==> src/rtl/input_sync_ctl.sv <==
// input_sync_ctl: conditions raw user inputs for the screen/state controller.
// - Synchronizes the mouse button and emits a one-cycle click pulse.
// - Debounces the board push-button and emits one pulse per accepted press.
// - Latches and clamps the pointer/paddle coordinates once per frame, at the
//   start of vertical blanking, so consumers never see mid-frame changes.
module input_sync_ctl #(
  parameter int unsigned DEBOUNCE_CYCLES = 650000,
  parameter int unsigned X_MAX           = 1023,
  parameter int unsigned Y_MAX           = 767
) (
  input  logic        clk,
  input  logic        rst,
  input  logic        mouse_left_in,
  input  logic        button_in,
  input  logic [11:0] xpos_in,
  input  logic [11:0] ypos_in,
  input  logic [11:0] ypos_sec_in,
  input  logic        vblnk_in,
  output logic        mouse_left,
  output logic        mouse_left_lvl,
  output logic        button,
  output logic [11:0] xpos,
  output logic [11:0] ypos,
  output logic [11:0] ypos_sec
);

  localparam int unsigned      CNT_W    = $clog2(DEBOUNCE_CYCLES + 1);
  // The counter reaches DEBOUNCE_CYCLES on the edge where it currently holds
  // DEBOUNCE_CYCLES-1, so that edge is where the decision is taken.
  localparam logic [CNT_W-1:0] CNT_LAST = CNT_W'(DEBOUNCE_CYCLES - 1);
  localparam logic [11:0]      X_MAX_C  = 12'(X_MAX);
  localparam logic [11:0]      Y_MAX_C  = 12'(Y_MAX);

  typedef enum logic [1:0] {
    REL   = 2'd0,
    CHK_P = 2'd1,
    PRS   = 2'd2,
    CHK_R = 2'd3
  } db_state_t;

  logic             ml_s1_q, ml_s2_q, ml_s3_q, ml_pulse_q;
  logic             bt_s1_q, bt_s2_q;
  logic             vblnk_d_q;
  db_state_t        state_q, state_d;
  logic [CNT_W-1:0] cnt_q, cnt_d;
  logic             btn_pulse_q, btn_pulse_d;
  logic [11:0]      xpos_q, ypos_q, ypos_sec_q;

  // Mouse button synchronizer and rising-edge pulse (s3 holds the previous level).
  always_ff @(posedge clk) begin
    if (rst) begin
      ml_s1_q    <= 1'b0;
      ml_s2_q    <= 1'b0;
      ml_s3_q    <= 1'b0;
      ml_pulse_q <= 1'b0;
    end else begin
      ml_s1_q    <= mouse_left_in;
      ml_s2_q    <= ml_s1_q;
      ml_s3_q    <= ml_s2_q;
      ml_pulse_q <= ml_s2_q & ~ml_s3_q;
    end
  end

  // Push-button synchronizer feeding the debounce state machine.
  always_ff @(posedge clk) begin
    if (rst) begin
      bt_s1_q <= 1'b0;
      bt_s2_q <= 1'b0;
    end else begin
      bt_s1_q <= button_in;
      bt_s2_q <= bt_s1_q;
    end
  end

  // Debounce state, counter and press pulse registers.
  always_ff @(posedge clk) begin
    if (rst) begin
      state_q     <= REL;
      cnt_q       <= '0;
      btn_pulse_q <= 1'b0;
    end else begin
      state_q     <= state_d;
      cnt_q       <= cnt_d;
      btn_pulse_q <= btn_pulse_d;
    end
  end

  // Debounce next-state logic: a level change is accepted only after it has
  // been stable for DEBOUNCE_CYCLES samples; only presses produce a pulse.
  always_comb begin
    state_d     = state_q;
    cnt_d       = cnt_q;
    btn_pulse_d = 1'b0;
    unique case (state_q)
      REL: begin
        if (bt_s2_q) begin
          state_d = CHK_P;
          cnt_d   = CNT_W'(1);
        end
      end
      CHK_P: begin
        if (!bt_s2_q) begin
          state_d = REL;
          cnt_d   = '0;
        end else if (cnt_q >= CNT_LAST) begin
          state_d     = PRS;
          cnt_d       = '0;
          btn_pulse_d = 1'b1;
        end else begin
          cnt_d = cnt_q + 1'b1;
        end
      end
      PRS: begin
        if (!bt_s2_q) begin
          state_d = CHK_R;
          cnt_d   = CNT_W'(1);
        end
      end
      CHK_R: begin
        if (bt_s2_q) begin
          state_d = PRS;
          cnt_d   = '0;
        end else if (cnt_q >= CNT_LAST) begin
          state_d = REL;
          cnt_d   = '0;
        end else begin
          cnt_d = cnt_q + 1'b1;
        end
      end
      default: begin
        state_d = REL;
        cnt_d   = '0;
      end
    endcase
  end

  // Frame-stable coordinates: sample and clamp only at the start of blanking.
  always_ff @(posedge clk) begin
    if (rst) begin
      vblnk_d_q  <= 1'b0;
      xpos_q     <= '0;
      ypos_q     <= '0;
      ypos_sec_q <= '0;
    end else begin
      vblnk_d_q <= vblnk_in;
      if (vblnk_in && !vblnk_d_q) begin
        xpos_q     <= (xpos_in     > X_MAX_C) ? X_MAX_C : xpos_in;
        ypos_q     <= (ypos_in     > Y_MAX_C) ? Y_MAX_C : ypos_in;
        ypos_sec_q <= (ypos_sec_in > Y_MAX_C) ? Y_MAX_C : ypos_sec_in;
      end
    end
  end

  assign mouse_left     = ml_pulse_q;
  assign mouse_left_lvl = ml_s2_q;
  assign button         = btn_pulse_q;
  assign xpos           = xpos_q;
  assign ypos           = ypos_q;
  assign ypos_sec       = ypos_sec_q;

endmodule

==> config.mk <==
export PLATFORM = sky130hd
export DESIGN_NAME = input_sync_ctl
export DESIGN_NICKNAME = d
export VERILOG_FILES = /design/src/rtl/input_sync_ctl.sv
export SDC_FILE = /design/constraint.sdc
export NUM_CORES = 1
export LEC_CHECK = 0
export CORE_ASPECT_RATIO = 0.6
export CORE_UTILIZATION = 45
export CTS_CLUSTER_SIZE = 40
export DETAILED_ROUTE_END_ITERATION = 8
export PLACE_DENSITY = 0.82
export SLEW_MARGIN = 20
export SYNTH_ARGS = -nofsm -noshare
export SYNTH_HDL_FRONTEND = slang
export SYNTH_SLANG_ARGS = --single-unit
export TNS_END_PERCENT = 50
==> constraint.sdc <==
create_clock -name clk -period 3.6 [get_ports clk]
set_clock_uncertainty 0.1 [all_clocks]
set_input_delay 0.9 -clock clk [delete_from_list [all_inputs] [get_ports clk]]
set_output_delay 0.9 -clock clk [all_outputs]
set_load 0.03 [all_outputs]
==> results.toml <==
[worst_setup_path]
path_cells = "clkdlybuf4s50_1"
reg2reg_from = "cnt_q[0]"
path_class = "reg2out"
worst-path-buf-inv = 1
arrival_ns = 1.41
required_ns = 2.60
crit_path_end_kind = "primary output"
cp-start-kind = "flop"
crit_fanout = 2
ff2ff_path_depth = 6
rrSetupSlack_ns = 1.23
critical-path-top-delay-family = "buffers and inverters"
timing.critical_path.slowest_stage_cell = "clkdlybuf4s50_1"
r2r-end = "cnt_q[18]"
slowest_delay_ns = 0.70

[clocking]
cts_htree_levels = 3
post_cts_resized = 0
cts_root_buf = "clkbuf_8"
cts_sinks = 66
cts_hold_buffers = 0
insertion_delay_ns = 0.35
cts_buffer_depth = 2
path_clk_slew_ns = 0.08
cts_buffers = 9
cts_tree = "done"
postCtsSetupRepairBufs = 0

[sta]
min_period_over_period_pct = 66.8
fmax_mhz = 416
rsz0062_at_grt = "false"
tightest_slew_ns = 0.653
hold_violations = 0
fin_crit_ns = 2.41
tns_ns = 0
setup_viol = 0
maxSlewViolCount = 0
timing.slew.headroom_pct = 56.4

[drt]
via_per_inst = 5.34
dr.pass1.iters = 4
drc_errors = 0
routed_wirelength_um = 7310
ant_nets = 0
drt_iter0_markers = 241
vias = 2569
post_drt_wl_per_cell_um = 15.2

[power]
power.density_nw_per_um2 = 412
p_sw_share_pct = 28.0
p_leak_uw = 0.00137
clockPowerShare_pct = 35.3
p_seq_share_pct = 50.0
p_int_uw = 1120
irDropWorstVdd_mv = 0.233
p_switching_uw = 435
p_comb_share_pct = 14.6

[placement]
placed_area_um2 = 3600
io_buffers = 79
place_congestion = 0.812
place.detailed.hpwl_um = 5370

[final_layout]
multi_input_area_um2 = 1320
finalNetCount = 438
seq_area_um2 = 1320
fill_cells = 481
drive_above_1_share_pct = 8.73
syn2layout_area_growth_pct = 37.2
insertedDiodeCount = 0
stdcell_area_um2 = 3770

[worst_hold_path]
min_path_cells = 1
hp-start = "ml_s3_q"
min_to = "mouse_left"
hold_path_class = "reg2reg"

[global_route]
first_global_vias = 2442
gr-total-overflow = 0
grt_usage_pct = 24.9
antenna_found_initial = 0
grt_pass1_wl_um = 12200
grt_max_degree = 33

[floorplan]
die_x_um = 103
num_io_pins = 80
start_util_pct = 48.0
die_h_um = 62.6
core-area_um2 = 5730
std_cell_rows = 21
dieArea_um2 = 6440

[yosys]
ys_types = 47
async_reset_ff_share_pct = 0
synth_warnings = 0
synth_edf_count = 0
syn_nets = 359
syn_area_per_cell_um2 = 8.68
seq_area_frac_synth_pct = 48.0
netlist_area_um2 = 2750
ys.flop_type = "dfxtp_1"
synthCells = 317
synth_seq_cells = 66

[job]
cap_violations = 0

[outcome]
status = "finished, final reports clean"
-- cell usage after synthesis (2+ instances only) --
| master | instances | area (µm²) |
|---|---|---|
| or3_1 | 3 | 18.8 |
| nor2_1 | 59 | 221 |
| and3_1 | 4 | 25.0 |
| nor3_1 | 31 | 155 |
| buf_2 | 2 | 10.0 |
| o22ai_1 | 4 | 25.0 |
| xor2_1 | 3 | 26.3 |
| and4_1 | 3 | 26.3 |
| nand2_1 | 17 | 63.8 |
| a21oi_1 | 5 | 25.0 |
| buf_6 | 3 | 33.8 |
| nor2b_1 | 10 | 62.6 |
| nand3b_1 | 3 | 22.5 |
| nand3_2 | 2 | 20.0 |
| nor4_4 | 2 | 42.5 |
| dfxtp_1 | 66 | 1320 |
| o21ai_0 | 4 | 20.0 |
| a31oi_1 | 15 | 93.8 |
| clkbuf_1 | 13 | 48.8 |
| nand2b_1 | 6 | 37.5 |
| o2111ai_1 | 2 | 17.5 |
| nand4_1 | 6 | 37.5 |
| nand3_1 | 17 | 85.1 |
| inv_1 | 5 | 18.8 |
| and2_1 | 6 | 37.5 |
| a211oi_1 | 5 | 37.5 |
-- through the flow --
stage	hold slack [ns]	total power [µW]	utilization [%]	instances	setup WS, ns
final	0.307	1550	65.9	481	1.19
after global routing	0.316	1620	65.9	481	1.03
after CTS	0.317	1560	65.9	481	1.18
after detailed placement	0.306	1020	62.9	465	0.880
after global placement	0.271	1010	62.9	465	0.964
after floorplan	0.267	901	-	317	1.53
-- cells by family (layout without fill, tap and decap cells) --
| logic type | count (synthesis) | count (layout) | share of synthesized area (%) |
|---|---|---|---|
| and+or+nand+nor | 177 | 177 | 34.0 |
| DFF | 66 | 66 | 48.0 |
| AOI/OAI and AO/OA | 45 | 45 | 11.6 |
| buffers and inverters | 23 | 107 | 4.05 |
| xor gates and xnor gates | 5 | 5 | 1.87 |
| adders and majority gates | 1 | 1 | 0.455 |
-- sequential cells by signal, indices dropped and copies added, names as in the netlist, 12 cells and up, named ones only --
| register | cells |
|---|---|
| cnt_q | 20 |
| xpos | 12 |
| ypos | 12 |
| ypos_sec | 12 |
-- area by class of cell --
type	instances	share of cell area, %
timing repair buffer	86	22.3
clock buffer	10	3.38
clock inverter	6	1.13
multi-input combinational	228	35.0
sequential	66	35.0
inverter	5	0.497
tap	80	2.65
-- placed cells by master, fill, tap and decap left out, types with 2 or more instances in the layout --
cell	count
a31oi_1	15
nor3_1	31
o22ai_1	4
and4_1	3
nand2_1	17
xor2_1	3
nand3b_1	3
clkbuf_8	9
o2111ai_1	2
clkinvlp_4	2
clkinv_2	2
and3_1	4
dfxtp_1	66
or3_1	3
nor2_1	59
nand3_1	17
nand2b_1	6
a211oi_1	5
nand4_1	6
inv_1	5
nor2b_1	9
buf_4	7
nand3_2	2
nor4_4	2
clkdlybuf4s50_1	79
o21ai_0	4
a21oi_1	5
and2_1	6
-- power by group through the flow --
stage	clock, µW	combinational (µW)	sequential (µW)
detailed placement	0	226	794
finish	548	227	777
floorplan	0	57.8	843
global route	598	242	780
global placement	0	222	792
CTS	557	228	777
-- per-layer routing --
| metal | wire (µm) | share of wire [%] | track usage, % |
|---|---|---|---|
| met5 | 0 | 0 | 0 |
| met4 | 41 | 0.56 | 5.99 |
| met3 | 541 | 7.4 | 8.72 |
| met2 | 3320 | 45 | 36.2 |
| met1 | 3410 | 47 | 35.1 |
-- worst max path at each step --
stage	startpoint	endpoint	cells after the start	slack, ns
2_1_floorplan	rst	cnt_q[18]	4	1.53
3_5_place_dp	vblnk_in	ypos_sec[5]	5	0.88
6_report	ypos[1]	ypos[1]	1	1.19
3_3_place_gp	vblnk_in	ypos_sec[6]	5	0.96
5_1_grt	cnt_q[0]	cnt_q[18]	6	1.03
4_1_cts	ypos[1]	ypos[1]	1	1.18
(Power assumes the default switching activity.)
